<file path="config.mk">
export PLATFORM = sky130hd
export DESIGN_NAME = top_pcie_c2h_rdm
export DESIGN_NICKNAME = d
export VERILOG_FILES = /design/src/rtl/top_pcie_c2h_rdm.sv
export SDC_FILE = /design/constraint.sdc
export NUM_CORES = 1
export LEC_CHECK = 0
export CORE_MARGIN = 5
export CORE_UTILIZATION = 50
export CTS_CLUSTER_SIZE = 8
export DETAILED_ROUTE_END_ITERATION = 6
export HOLD_SLACK_MARGIN = 0.03
export PLACE_DENSITY = 0.85
export SLEW_MARGIN = 20
export SYNTH_ARGS = -nofsm -noshare
export SYNTH_HDL_FRONTEND = slang
export SYNTH_SLANG_ARGS = --single-unit
</file>
<file path="constraint.sdc">
create_clock -name sys_clk -period 6.8 [get_ports sys_clk]
set_clock_uncertainty 0.05 [all_clocks]
set_input_delay 1.36 -clock sys_clk [delete_from_list [all_inputs] [get_ports sys_clk]]
set_output_delay 1.36 -clock sys_clk [all_outputs]
set_load 0.01 [all_outputs]
</file>
<file path="src/rtl/top_pcie_c2h_rdm.sv">
// C2H data mover: reads board DRAM beat by beat and emits header+payload write packets.
// Optional C2H_STATS_EN adds packet/byte counters (stat_pkts, stat_bytes).
module top_pcie_c2h_rdm #(
    parameter int DATA_W            = 64,
    parameter int MAX_PAYLOAD_BYTES = 512,
    parameter int LINKUP_DLY        = 16
) (
    input  logic              sys_clk,
    input  logic              sys_rst_n,
    input  logic              phy_lnk_up,
    output logic              user_lnk_up,
    input  logic              desc_valid,
    output logic              desc_ready,
    input  logic [31:0]       desc_src_addr,
    input  logic [63:0]       desc_dst_addr,
    input  logic [15:0]       desc_len,
    output logic              mem_rd_valid,
    input  logic              mem_rd_ready,
    output logic [31:0]       mem_rd_addr,
    input  logic              mem_rsp_valid,
    input  logic [DATA_W-1:0] mem_rsp_data,
    output logic              c2h_tvalid,
    input  logic              c2h_tready,
    output logic [DATA_W-1:0] c2h_tdata,
    output logic [7:0]        c2h_tkeep,
    output logic              c2h_tlast,
    output logic              done,
    output logic              busy
`ifdef C2H_STATS_EN
    ,
    output logic [31:0]       stat_pkts,
    output logic [31:0]       stat_bytes
`endif
);

    localparam int              CNT_W   = $clog2(LINKUP_DLY + 1);
    localparam logic [CNT_W-1:0] LNK_MAX = CNT_W'(LINKUP_DLY);
    localparam logic [15:0]     MAX_PL  = 16'(MAX_PAYLOAD_BYTES);

    localparam logic [2:0] IDLE   = 3'd0;
    localparam logic [2:0] HDR0   = 3'd1;
    localparam logic [2:0] HDR1   = 3'd2;
    localparam logic [2:0] RDREQ  = 3'd3;
    localparam logic [2:0] RDWAIT = 3'd4;
    localparam logic [2:0] DATA   = 3'd5;
    localparam logic [2:0] DONE   = 3'd6;

    logic [CNT_W-1:0] lnk_cnt;
    logic [2:0]       state;
    logic [63:0]      dst_ptr;
    logic [31:0]      src_ptr;
    logic [15:0]      rem_len;
    logic [15:0]      chunk_len;
    logic [15:0]      beat_left;
    logic [15:0]      desc_chunk;
    logic [15:0]      next_chunk;
    logic             c2h_hs;
    logic             last_beat;

    function automatic logic [15:0] chunk_of(input logic [15:0] r);
        return (r > MAX_PL) ? MAX_PL : r;
    endfunction

    // Low (n mod 8) byte lanes, or all lanes when the beat is full.
    function automatic logic [7:0] keep_of(input logic [15:0] n);
        if (n[2:0] == 3'd0) return 8'hFF;
        return 8'hFF >> (4'd8 - {1'b0, n[2:0]});
    endfunction

    always_ff @(posedge sys_clk or negedge sys_rst_n) begin
        if (!sys_rst_n)               lnk_cnt <= '0;
        else if (!phy_lnk_up)         lnk_cnt <= '0;
        else if (lnk_cnt != LNK_MAX)  lnk_cnt <= lnk_cnt + 1'b1;
    end

    assign user_lnk_up  = (lnk_cnt == LNK_MAX);
    assign desc_ready   = (state == IDLE) && user_lnk_up;
    assign mem_rd_valid = (state == RDREQ);
    assign mem_rd_addr  = src_ptr;
    assign done         = (state == DONE);
    assign busy         = (state != IDLE);
    assign c2h_hs       = c2h_tvalid && c2h_tready;
    assign desc_chunk   = chunk_of(desc_len);
    assign next_chunk   = chunk_of(rem_len);
    assign last_beat    = (beat_left <= 16'd8);

    always_ff @(posedge sys_clk or negedge sys_rst_n) begin
        if (!sys_rst_n) begin
            state      <= IDLE;
            dst_ptr    <= '0;
            src_ptr    <= '0;
            rem_len    <= '0;
            chunk_len  <= '0;
            beat_left  <= '0;
            c2h_tvalid <= 1'b0;
            c2h_tdata  <= '0;
            c2h_tkeep  <= '0;
            c2h_tlast  <= 1'b0;
        end else begin
            case (state)
                IDLE: if (desc_valid && desc_ready) begin
                    src_ptr <= desc_src_addr;
                    dst_ptr <= desc_dst_addr;
                    if (desc_len == 16'd0) begin
                        state <= DONE;
                    end else begin
                        chunk_len  <= desc_chunk;
                        beat_left  <= desc_chunk;
                        rem_len    <= desc_len - desc_chunk;
                        c2h_tvalid <= 1'b1;
                        c2h_tdata  <= desc_dst_addr;
                        c2h_tkeep  <= 8'hFF;
                        c2h_tlast  <= 1'b0;
                        state      <= HDR0;
                    end
                end
                HDR0: if (c2h_hs) begin
                    c2h_tdata <= {48'h0, chunk_len};
                    state     <= HDR1;
                end
                HDR1: if (c2h_hs) begin
                    c2h_tvalid <= 1'b0;
                    state      <= RDREQ;
                end
                RDREQ: if (mem_rd_ready) begin
                    src_ptr <= src_ptr + 32'd8;
                    state   <= RDWAIT;
                end
                RDWAIT: if (mem_rsp_valid) begin
                    c2h_tvalid <= 1'b1;
                    c2h_tdata  <= mem_rsp_data;
                    c2h_tlast  <= last_beat;
                    c2h_tkeep  <= last_beat ? keep_of(beat_left) : 8'hFF;
                    state      <= DATA;
                end
                DATA: if (c2h_hs) begin
                    c2h_tvalid <= 1'b0;
                    c2h_tlast  <= 1'b0;
                    if (!c2h_tlast) begin
                        beat_left <= beat_left - 16'd8;
                        state     <= RDREQ;
                    end else if (rem_len != 16'd0) begin
                        // Next chunk's header goes out straight from here.
                        dst_ptr    <= dst_ptr + {48'h0, chunk_len};
                        chunk_len  <= next_chunk;
                        beat_left  <= next_chunk;
                        rem_len    <= rem_len - next_chunk;
                        c2h_tvalid <= 1'b1;
                        c2h_tdata  <= dst_ptr + {48'h0, chunk_len};
                        c2h_tkeep  <= 8'hFF;
                        state      <= HDR0;
                    end else begin
                        state <= DONE;
                    end
                end
                DONE:    state <= IDLE;
                default: state <= IDLE;
            endcase
        end
    end

`ifdef C2H_STATS_EN
    always_ff @(posedge sys_clk or negedge sys_rst_n) begin
        if (!sys_rst_n) begin
            stat_pkts  <= '0;
            stat_bytes <= '0;
        end else if (c2h_hs && c2h_tlast) begin
            stat_pkts  <= stat_pkts + 32'd1;
            stat_bytes <= stat_bytes + {16'h0, chunk_len};
        end
    end
`endif

endmodule

</file>
Word level (Yosys, flattened, before mapping)
Cells that the tools add are included.
{ "op_classes": {"addsub": 7, "magnitude_cmp": 3, "eq_ne": 19, "n_shift": 1, "muxes": 67, "reduce_logical": 22} }
{ "op_table": {"columns": ["operator", "count"], "rows": [
  ["64-bit two-way mux", 8],
  ["64-bit case mux with 4 select lines", 1],
  ["16-bit two-way mux", 14],
  ["64-bit case mux with 2 select lines", 1],
  ["16-bit case mux with 2 select lines", 3],
  ["8-bit two-way mux", 9],
  ["64-bit by 16-bit adder with 64-bit output", 1],
  ["32-bit two-way mux", 2],
  ["32-bit case mux with 2 select lines", 1],
  ["32-bit by 4-bit adder with 32-bit output (second input constant)", 1],
  ["16-bit by 10-bit greater-than comparator with 1-bit output (second input constant)", 2],
  ["16-bit subtractor", 2],
  ["3-bit two-way mux", 9],
  ["8-bit case mux with 3 select lines", 1],
  ["3-bit case mux with 6 select lines", 1],
  ["6-bit AND reduction", 3],
  ["16-bit by 4-bit <= comparator with 1-bit output (second input constant)", 1],
  ["16-bit logical NOT", 1],
  ["16-bit nonzero test", 1],
  ["16-bit by 4-bit subtractor with 16-bit output (second input constant)", 1],
  ["5-bit AND reduction", 3],
  ["2-bit inequality test (second input constant)", 7],
  ["1-bit two-way mux", 13],
  ["5-bit two-way mux", 2],
  ["other kinds (20)", 31]
]} }
{ "word_totals": {"register_bits": 226, "input_bits": 183, "output_inout_bits": 111, "wordCells": 130} }

Longest topological paths before layout
Gate-level depths: netlist of run 1.
{ "depth": {"depth_word": 8, "depth_mapped": 14} }

Worst setup path after synthesis of run 1
OpenSTA, ideal clock, no wires.
{ "synth_path": {"kind": "input to register", "from": "input desc_len[1]", "to": "register rem_len[12]", "setup_ns": 0.126, "arrival_time_ns": 3.664, "t_required_ns": 6.624, "slack_ns": 2.960, "cell_stages": 11, "path_buffers": 1, "path_cell_list": "or4_4 -> or3_4 -> a21oi_1 -> nand2b_1 -> ha_1 -> clkbuf_1 -> a21oi_1 -> a21oi_1 -> nor3_1 -> xor2_1 -> a221o_1"} }
{ "synth_between": {"elab_chain_len": 6, "elab_cells_between_ends": 9, "classes_between": "add/sub (1); order compare (1); eq/ne (1); mux (4); reduce/logical (2)"} }
{ "synth_rtl": {"columns": ["item", "line_no", "rtl"], "rows": [
  ["start: declaration", "16", "input logic [15:0] desc_len,"],
  ["16-bit by 10-bit greater-than comparator with 1-bit output", "61", "return (r > MAX_PL) ? MAX_PL : r;"],
  ["16-bit two-way mux", "61", null],
  ["16-bit subtractor", "109", "rem_len <= desc_len - desc_chunk;"],
  ["16-bit two-way mux", "104", "if (desc_len == 16'd0) begin"],
  ["16-bit two-way mux", "101", "IDLE: if (desc_valid && desc_ready) begin"],
  ["16-bit case mux with 2 select lines", "100", "case (state)"],
  ["end signal: assignment", "109", null],
  ["end signal: assignment", "147", "rem_len <= rem_len - next_chunk;"],
  ["end: declaration", "52", "logic [15:0] rem_len;"]
]} }
Several ways; a longest one is shown, not always the timed one. The select of a mux whose other input is x is not followed.
A chain may end at the register's enable or synchronous reset.

Worst setup path after layout of run 1
{ "layout_path": {"from": "register state[1]", "to": "register rem_len[5]"} }
{ "layout_between": {"elab_chain_len": 5, "elab_cells_between_ends": 12, "classes_between": "eq/ne (6); mux (1); reduce/logical (5)"} }
{ "layout_rtl": {"columns": ["item", "line_no", "rtl"], "rows": [
  ["start: declaration", "49", "logic [2:0] state;"],
  ["start signal: assignment", "89", "state <= IDLE;"],
  ["start signal: assignment", "105", "state <= DONE;"],
  ["start signal: assignment", "114", "state <= HDR0;"],
  ["3-bit logical NOT", "77, 100", null],
  ["1-bit logical AND", "77", "assign desc_ready = (state == IDLE) && user_lnk_up;"],
  ["1-bit logical AND", "101", null],
  ["2-bit by 1-bit inequality test with 1-bit output (no source line)", null, null],
  ["6-bit AND reduction (no source line)", null, null]
]} }
Several ways; a longest one is shown, not always the timed one.

==> results of run 1 <==
registers in the layout (all words and copies together), names as in the netlist:
| register | flops |
|---|---|
| c2h_tdata | 64 |
| dst_ptr | 64 |
| mem_rd_addr | 32 |
| beat_left | 16 |
| chunk_len | 16 |
| rem_len | 16 |
| c2h_tkeep | 8 |
| lnk_cnt | 5 |
| state | 3 |
| c2h_tlast | 1 |
| c2h_tvalid | 1 |
worst min path at each step:
stage,from,endpoint,slack [ns],cells past startpoint
5_1_grt,mem_rd_addr[2],mem_rd_addr[2],0.46,2
6_report,c2h_tdata[9],c2h_tdata[9],0.43,2
3_5_place_dp,c2h_tdata[9],c2h_tdata[9],0.42,2
2_1_floorplan,dst_ptr[2],dst_ptr[2],0.41,2
4_1_cts,c2h_tdata[9],c2h_tdata[9],0.43,2
3_3_place_gp,mem_rd_addr[2],mem_rd_addr[2],0.41,2
critical path, cell delays in order (launching register included):
cell and delay, ns:
dfrtp_1 0.94, and3b_4 0.54, nand2b_1 0.30, a21boi_1 0.62, and2_2 0.64, nand2_1 0.60
nor3_1 0.55, a22o_1 0.23
metal layers:
metal	wire (um)	vias to the layer above	share of wire, %
li1	-	7388	-
met1	21200	7777	39
met2	24740	1070	45
met3	6189	203	11
met4	2813	4	5.1
met5	22	-	0.040
power by group:
part           leakage (nW)  internal [W]  switching (W)  total (W)
Clock                 0.453      0.000931       0.000608    0.00154
Sequential             2.75       0.00190       0.000639    0.00254
Combinational          4.39       0.00155        0.00208    0.00364
Total                  7.59       0.00439        0.00333    0.00772
through the flow:
step	setup slack, ns	utilization, %
after detailed placement	1.882	60.98
final	2.221	64.11
after floorplan	2.960	-
after global routing	1.962	64.10
after global placement	2.004	60.96
after CTS	2.334	64.08
kinds of logic after synthesis:
family | synth area share, %
buffers and inverters | 4.580
other | 0.02501
AO/OA/AOI/OAI | 28.54
flip-flops | 37.71
adder cells (fa/ha/maj) | 2.303
XOR/XNOR | 2.453
multiplexers | 1.677
AND/OR/NAND/NOR | 22.71
synth_stat cells (6+ instances only):
| cell | number | area [um2] |
|---|---|---|
| and2_1 | 21 | 131.4 |
| nor2_1 | 178 | 668.1 |
| dfrtp_1 | 226 | 5655 |
| o211ai_1 | 19 | 142.6 |
| or3_1 | 43 | 269.0 |
| o22ai_1 | 57 | 356.6 |
| a21oi_1 | 212 | 1061 |
| clkbuf_1 | 98 | 367.9 |
| nand4_1 | 21 | 131.4 |
| a22oi_1 | 19 | 142.6 |
| buf_4 | 7 | 52.55 |
| a21o_1 | 16 | 120.1 |
| a211oi_1 | 13 | 97.59 |
| and3_1 | 32 | 200.2 |
| nor4_1 | 15 | 93.84 |
| o21a_1 | 10 | 75.07 |
| xor2_1 | 20 | 175.2 |
| buf_2 | 21 | 105.1 |
| o31a_1 | 6 | 52.55 |
| o21ai_0 | 132 | 660.6 |
| a221oi_1 | 27 | 236.5 |
| buf_1 | 9 | 33.78 |
| nand2b_1 | 11 | 68.82 |
| or4_1 | 10 | 75.07 |
| a31oi_1 | 35 | 219.0 |
| inv_1 | 28 | 105.1 |
| mux2i_1 | 15 | 150.1 |
| mux2_2 | 9 | 101.4 |
| nor3_1 | 77 | 385.4 |
| a2bb2oi_1 | 27 | 236.5 |
| ha_1 | 26 | 325.3 |
| nor2b_1 | 12 | 75.07 |
| o21ai_1 | 6 | 30.03 |
| nand2_1 | 188 | 705.7 |
| xnor2_1 | 22 | 192.7 |
| a22o_1 | 7 | 61.31 |
| nand3_1 | 71 | 355.3 |
| o31ai_1 | 11 | 82.58 |
| o2111ai_1 | 16 | 140.1 |
cell type report:
type                            instances  share of cell area (%)
Clock buffer                           39                   4.794
Clock inverter                          1                 0.04609
Multi-Input combinational cell       1472                   45.79
Timing Repair Buffer                  317                   16.47
Tap cell                              390                   2.568
Antenna cell                            1                 0.01317
Sequential cell                       226                   29.76
Inverter                               28                  0.5531
==> flow_metrics.py, run 1 <==
metrics = {
    "run_status": {
        "status": "finished, final reports clean",
    },
    "routing": {
        "dr.pass1.iters": 6,
        "num_vias": 16442,
        "drc_errors": 0,
        "drtAntennaViolNets": 0,
        "drt-initial-drc-count": 1869,
        "wl_um": 54960,
        "wire_per_inst_um": 22.22,
        "vias_per_cell": 6.646,
    },
    "yosys": {
        "synthFlopType": "dfrtp_1",
        "yosys_register_bits": 226,
        "synth_edf_count": 0,
        "ys.warnings.count": 0,
        "synth_cells": 1862,
        "synthArstFlopShare_pct": 100.0,
        "syn_area_per_cell_um2": 8.054,
        "yosysUniqueCellTypes": 83,
        "syn_area_um2": 15000,
        "ys_seq_area_share_pct": 37.71,
    },
    "critical_path": {
        "cp-endpoint": "rem_len[5]",
        "reg2reg_to": "rem_len[5]",
        "path_max_fanout": 71,
        "criticalPathCategory": "register to register",
        "cp-start-kind": "register",
        "r2r_start": "state[1]",
        "crit_start": "state[1]",
        "crit_arrival_ns": 4.97,
        "r2r_setup_slack_ns": 2.22,
        "end_kind": "register",
        "r2r_cells": 7,
        "worstPathRequired_ns": 7.19,
    },
    "sta": {
        "rsz0062_at_grt": "no",
        "slew_violations": 0,
        "finalHoldViolCount": 0,
        "tightest_slew_ns": 1.028,
        "period_needed_ns": 4.579,
        "period_share_pct": 67.34,
        "fmax_mhz": 218.4,
        "finalSetupViolCount": 0,
        "final.setup.tns_ns": 0,
        "slew_headroom_pct": 31.46,
        "whs_ns": 0.4296,
    },
    "floorplan": {
        "start_util_pct": 50.60,
        "pin_count": 294,
        "die_y_um": 183.2,
        "rows": 63,
        "fp.dieW_um": 183.2,
        "die-area_um2": 33560,
        "core-area_um2": 29640,
    },
    "finish": {
        "multi_input_area_um2": 8701,
        "layout-drive-gt1-share_pct": 4.465,
        "fin_cells": 2474,
        "regArea_um2": 5655,
        "finalNetCount": 2289,
        "layout_commonest_cell": "clkdlybuf4s50_1",
        "area_growth_pct": 26.71,
        "fillers": 2503,
        "fin_area_um2": 19000,
        "layout_common_cells": "clkdlybuf4s50_1, dfrtp_1, a21oi_1, nand2_1, nor2_1",
    },
    "place": {
        "post-dp-hpwl_um": 38010,
        "dp_cells": 2433,
        "globalplace.congestion": 0.9513,
        "port_buffers": 293,
        "placed_cell_area_um2": 18070,
    },
    "global_route": {
        "grt_use_met1_pct": 41.71,
        "busiest_layer": "met2",
        "gr-total-overflow": 0,
        "grt_max_degree": 159,
        "grt_use_total_pct": 31.37,
        "grtUsageMet2_pct": 48.98,
        "use_met3_pct": 6.843,
        "grt_first_pass_wirelength_um": 86230,
        "grt_pass1_vias": 15743,
        "grt_antenna_before_repair": 3,
    },
    "clock_network": {
        "root_buffer": "clkbuf_16",
        "cts_tree": "built",
        "cts.clk_slew.worst_paths_ns": 0.05,
        "cts.htree.levels": 2,
        "cts.sinks": 226,
        "cts_resized": 0,
        "clock_path_buffers": 3,
        "cts_setup_buffers": 0,
        "cts_buffers": 34,
        "clk_latency_ns": 0.51,
        "cts_hold_buf": 0,
    },
    "power": {
        "power_w": 0.007716,
        "power-per-cell-area_nw_per_um2": 406.1,
        "ir_drop_mv": 0.2590,
        "leakagePower_nw": 7.594,
    },
    "flow_run": {
        "cap_viol_max_count": 0,
    },
    "min_path": {
        "hold_class": "register to register",
    },
}
Note: power is estimated with default switching activity, not from simulation.
==> run 2, diff against run 1 <==
==> constraint.sdc (replaced) <==
create_clock -name sys_clk -period 4.8 [get_ports sys_clk]
set_clock_uncertainty 0.05 [all_clocks]
set_input_delay 0.96 -clock sys_clk [delete_from_list [all_inputs] [get_ports sys_clk]]
set_output_delay 0.96 -clock sys_clk [all_outputs]
set_load 0.01 [all_outputs]
==> flow_metrics.py, run 2 (synthesis gave the netlist of run 1 again) <==
metrics = {
    "run_status": {
        "status": "finished, final reports clean",
    },
    "clock_network": {
        "cts_resized": 0,
        "cts.htree.levels": 2,
        "cts_hold_buf": 0,
        "cts_tree": "built",
        "root_buffer": "clkbuf_16",
        "clk_latency_ns": 0.51,
        "cts.sinks": 226,
        "clock_path_buffers": 3,
        "cts_setup_buffers": 0,
        "cts.clk_slew.worst_paths_ns": 0.05,
        "cts_buffers": 34,
    },
    "critical_path": {
        "path_max_fanout": 15,
        "crit_arrival_ns": 4.42,
        "cp-start-kind": "register",
        "worstPathRequired_ns": 5.17,
        "end_kind": "register",
        "criticalPathCategory": "register to register",
        "worstPathCellList": "ha_1 -> fa_1 -> a211oi_1 -> o21ai_1 -> nand3b_1 -> a21oi_1 -> nand3_1 -> o31a_1 -> a21oi_1",
        "cpMaxStageDelayCell": "a21oi_1",
        "slowest_delay_ns": 0.94,
        "cpMostUsedCell": "a21oi_1",
    },
    "sta": {
        "finalSetupViolCount": 0,
        "fmax_mhz": 247.0,
        "period_share_pct": 84.33,
        "slew_headroom_pct": 25.97,
        "tightest_slew_ns": 1.110,
        "finalHoldViolCount": 0,
        "period_needed_ns": 4.048,
        "final.setup.tns_ns": 0,
        "rsz0062_at_grt": "no",
        "slew_violations": 0,
    },
    "power": {
        "power_w": 0.01096,
        "ir_drop_mv": 0.4032,
        "leakagePower_nw": 7.686,
        "power-per-cell-area_nw_per_um2": 572.7,
    },
    "place": {
        "globalplace.congestion": 0.9577,
        "post-dp-hpwl_um": 39170,
        "placed_cell_area_um2": 18220,
        "port_buffers": 293,
    },
    "floorplan": {
        "die-area_um2": 33560,
        "rows": 63,
        "die_y_um": 183.2,
        "pin_count": 294,
        "fp.dieW_um": 183.2,
        "core-area_um2": 29640,
        "start_util_pct": 50.60,
    },
    "global_route": {
        "grt_first_pass_wirelength_um": 86810,
        "gr-total-overflow": 0,
        "grt_antenna_before_repair": 0,
        "grt_use_total_pct": 31.67,
        "grt_max_degree": 109,
        "grt_pass1_vias": 15934,
    },
    "finish": {
        "fillers": 2519,
        "layout-drive-gt1-share_pct": 5.238,
        "n_antenna_cell": 0,
        "finalNetCount": 2307,
        "layout_commonest_cell": "clkdlybuf4s50_1",
        "area_growth_pct": 27.65,
        "layout_common_cells": "clkdlybuf4s50_1, dfrtp_1, a21oi_1, nand2_1, nor2_1",
        "fin_area_um2": 19140,
    },
    "routing": {
        "drt-initial-drc-count": 1758,
        "dr.pass1.iters": 6,
        "drtAntennaViolNets": 0,
        "wire_per_inst_um": 22.25,
        "num_vias": 16447,
        "vias_per_cell": 6.605,
        "drc_errors": 0,
        "wl_um": 55400,
    },
    "min_path": {
        "hold_class": "input port to asynchronous set/reset pin",
    },
    "flow_run": {
        "cap_viol_max_count": 0,
    },
}
-- run 2: cell count changes in the layout (fill, tap and decap cells not counted), sizes merged --
cell and change:
buf +17, diode -1, clkinv +1, clkbuf -1
-- run 2: path summary, 6_finish.rpt --
path	from	to	slack, ns	depth (start not counted)
worst max register to register	chunk_len[0]	c2h_tdata[34]	0.75	9
min in group sys_clk	c2h_tdata[15]	c2h_tdata[15]	0.43	2
worst min register to register	c2h_tdata[15]	c2h_tdata[15]	0.43	2
worst max-delay path	chunk_len[0]	c2h_tdata[34]	0.75	9
worst min-delay path	sys_rst_n	c2h_tdata[2]	0.43	1
max in group asynchronous	sys_rst_n	dst_ptr[8]	3.20	2
-- run 2: stage by stage --
step / hold slack [ns] / util, % / std cells / worst slack, ns
4_1_cts: 0.4349 / 64.54 / 2489 / 0.8920
6_report: 0.4298 / 64.59 / 2490 / 0.7521
2_1_floorplan: 0.4063 / - / 1863 / 1.360
3_3_place_gp: 0.4127 / 61.48 / 2450 / 0.7326
5_1_grt: 0.4624 / 64.59 / 2490 / 0.6318
3_5_place_dp: 0.4246 / 61.48 / 2450 / 0.6695
-- run 2: cell type report --
class / count / area, um2 / area share [%]
inverter: 28 / 105.1 / 0.5490
clock buffer: 37 / 893.4 / 4.667
multi-input combinational: 1472 / 8697 / 45.43
clock inverter: 2 / 13.76 / 0.07190
sequential: 226 / 5655 / 29.54
timing repair buffer: 335 / 3291 / 17.19
tap: 390 / 488.0 / 2.549
-- run 2: report_power, final --
| group | total (W) | switching, W | internal [W] | leakage [nW] |
|---|---|---|---|---|
| Clock | 0.00217 | 0.000868 | 0.00130 | 0.448 |
| Combinational | 0.00520 | 0.00294 | 0.00226 | 4.48 |
| Sequential | 0.00360 | 0.000903 | 0.00270 | 2.75 |
-- run 2: worst max-delay path: cells and delay by family, from the launching register on --
family	cells	cell delay, ns
AOI/OAI and AO/OA	5	2.01
DFF	1	0.41
and+or+nand+nor	2	1.03
adders and majority gates	2	0.45
-- run 2: per-layer routing --
metal	track usage, %	vias up	part of all wire [%]
met2	49.29	1016	45
li1	-	7417	-
met5	0	-	0
met3	6.386	159	10
met1	43.34	7855	40
met4	13.26	0	4.1
==> run 3, diff against run 2 <==
==> constraint.sdc (replaced) <==
create_clock -name sys_clk -period 4.15 [get_ports sys_clk]
set_clock_uncertainty 0.05 [all_clocks]
set_input_delay 0.83 -clock sys_clk [delete_from_list [all_inputs] [get_ports sys_clk]]
set_output_delay 0.83 -clock sys_clk [all_outputs]
set_load 0.01 [all_outputs]
==> flow_metrics.py, run 3 (synthesis gave the netlist of run 1 again) <==
metrics = {
    "power": {
        "power_w": 0.01271,
        "netSwitchingFraction_pct": 42.81,
        "seqPwrFrac_pct": 32.7,
        "p_comb_share_pct": 48.1,
        "leakagePower_nw": 7.754,
        "power.share.clock_pct": 19.3,
        "power-per-cell-area_nw_per_um2": 659.4,
        "internal-power_w": 0.007269,
        "ir_drop_mv": 0.3306,
        "p_switching_w": 0.005442,
    },
    "routing": {
        "wire_per_inst_um": 21.88,
        "drc_errors": 0,
        "drtAntennaViolNets": 0,
        "wl_um": 54800,
        "num_vias": 16467,
        "drt-initial-drc-count": 1999,
        "vias_per_cell": 6.574,
        "dr.pass1.iters": 6,
    },
    "sta": {
        "final.setup.tns_ns": 0,
        "slew_headroom_pct": 37.37,
        "rsz0062_at_grt": "no",
        "period_share_pct": 86.48,
        "finalSetupViolCount": 0,
        "fmax_mhz": 278.6,
        "finalHoldViolCount": 0,
        "slew_violations": 0,
        "setup_slack_ns": 0.5612,
        "tightest_slew_ns": 0.9394,
        "period_needed_ns": 3.589,
        "whs_ns": 0.3737,
    },
    "finish": {
        "fin_cells": 2505,
        "finalNetCount": 2322,
        "layout_commonest_cell": "clkdlybuf4s50_1",
        "layout-drive-gt1-share_pct": 5.866,
        "area_growth_pct": 28.54,
        "fillers": 2438,
        "layout_common_cells": "clkdlybuf4s50_1, dfrtp_1, a21oi_1, nand2_1, nor2_1",
    },
    "critical_path": {
        "r2r_cells": 10,
        "cpMaxStageDelayCell": "a2111oi_0",
        "reg2reg_to": "c2h_tdata[32]",
        "crit_arrival_ns": 3.91,
        "r2r_setup_slack_ns": 0.56,
        "worstPathRequired_ns": 4.47,
        "worstPathCellList": "ha_1 -> fa_1 -> a211oi_1 -> o21ai_1 -> nand3b_1 -> buf_4 -> a2111oi_0 -> xor2_1 -> a221oi_1 -> nor3_1",
        "criticalPathCategory": "register to register",
        "end_kind": "register",
        "slowest_delay_ns": 0.67,
        "cp-start-kind": "register",
        "r2r_start": "chunk_len[0]",
        "path_max_fanout": 9,
    },
    "floorplan": {
        "core-area_um2": 29640,
        "fp.dieW_um": 183.2,
        "rows": 63,
        "start_util_pct": 50.60,
        "pin_count": 294,
        "die-area_um2": 33560,
        "die_y_um": 183.2,
    },
    "place": {
        "port_buffers": 293,
        "globalplace.congestion": 0.9236,
        "dp_cells": 2466,
        "post-dp-hpwl_um": 39140,
        "preCtsSetupSlack_ns": 0.2518,
    },
    "clock_network": {
        "cts_setup_buffers": 0,
        "cts.htree.levels": 2,
        "cts_buffers": 34,
        "clk_latency_ns": 0.50,
        "cts_tree": "built",
        "cts_resized": 0,
        "root_buffer": "clkbuf_16",
        "cts_hold_buf": 0,
        "clock_path_buffers": 3,
        "cts.clk_slew.worst_paths_ns": 0.05,
        "cts.sinks": 226,
    },
    "run_status": {
        "status": "finished, final reports clean",
    },
    "global_route": {
        "grt_first_pass_wirelength_um": 86710,
        "grt_antenna_before_repair": 1,
        "grt_max_degree": 107,
        "grt_use_total_pct": 31.52,
        "gr-total-overflow": 0,
        "grt_pass1_vias": 15733,
    },
    "flow_run": {
        "cap_viol_max_count": 0,
    },
    "min_path": {
        "hold_class": "input port to asynchronous set/reset pin",
    },
}
## run 3: cell types whose count changed in the layout (fill, tap and decap cells not counted), sizes merged
cell      previous run  this run
clkbuf              38        36
buf                 42        58
clkinv               1         0
diode                0         1
clkinvlp             0         1
## run 3: routing by layer
layer	vias up	wire length [um]	track usage (%)	share of wire [%]
li1	7446	-	-	-
met5	-	12	0	0.022
met4	2	2159	11.74	3.9
met2	971	25390	51.00	46
met1	7894	21660	42.32	40
met3	154	5581	5.950	10
## run 3: layout make-up
type / count / area (um2) / area share, %
diodes: 1 / 2.502 / 0.01298
clock buffers: 36 / 879.6 / 4.563
clock inverters: 2 / 16.27 / 0.08438
inverters: 28 / 105.1 / 0.5452
multi-input cells: 1472 / 8690 / 45.08
flip-flops and latches: 226 / 5655 / 29.34
well taps: 390 / 488.0 / 2.531
repair buffers: 350 / 3441 / 17.85
## run 3: worst max-delay path by stage
stage	from	end	cells after the start
final	chunk_len[0]	c2h_tdata[32]	10
after detailed placement	desc_len[1]	rem_len[14]	10
after floorplan	desc_len[1]	rem_len[12]	11
after global routing	chunk_len[0]	c2h_tdata[32]	10
after global placement	desc_len[1]	rem_len[12]	11
after CTS	chunk_len[0]	c2h_tdata[32]	10
## run 3: through the flow
stage	cell area [um2]	util (%)
floorplan	15000	-
global placement	18380	62.01
detailed placement	18380	62.01
CTS	19270	65.03
global route	19270	65.03
finish	19280	65.04
## run 3: power groups by stage
stage	Sequential, W	Clock [W]	Combinational (W)
6_report	0.00415	0.00245	0.00611
4_1_cts	0.00411	0.00248	0.00606
5_1_grt	0.00426	0.00258	0.00667
3_3_place_gp	0.00409	0	0.00584
3_5_place_dp	0.00412	0	0.00602
2_1_floorplan	0.00397	0	0.00361
## run 3: critical path, delay by kind of cell, from the launching register on
kind                     cells  cell delay, ns
XOR/XNOR                     1            0.17
flip-flops                   1            0.39
AO/OA/AOI/OAI                4            1.53
buffers and inverters        1            0.31
adder cells (fa/ha/maj)      2            0.46
AND/OR/NAND/NOR              2            0.54
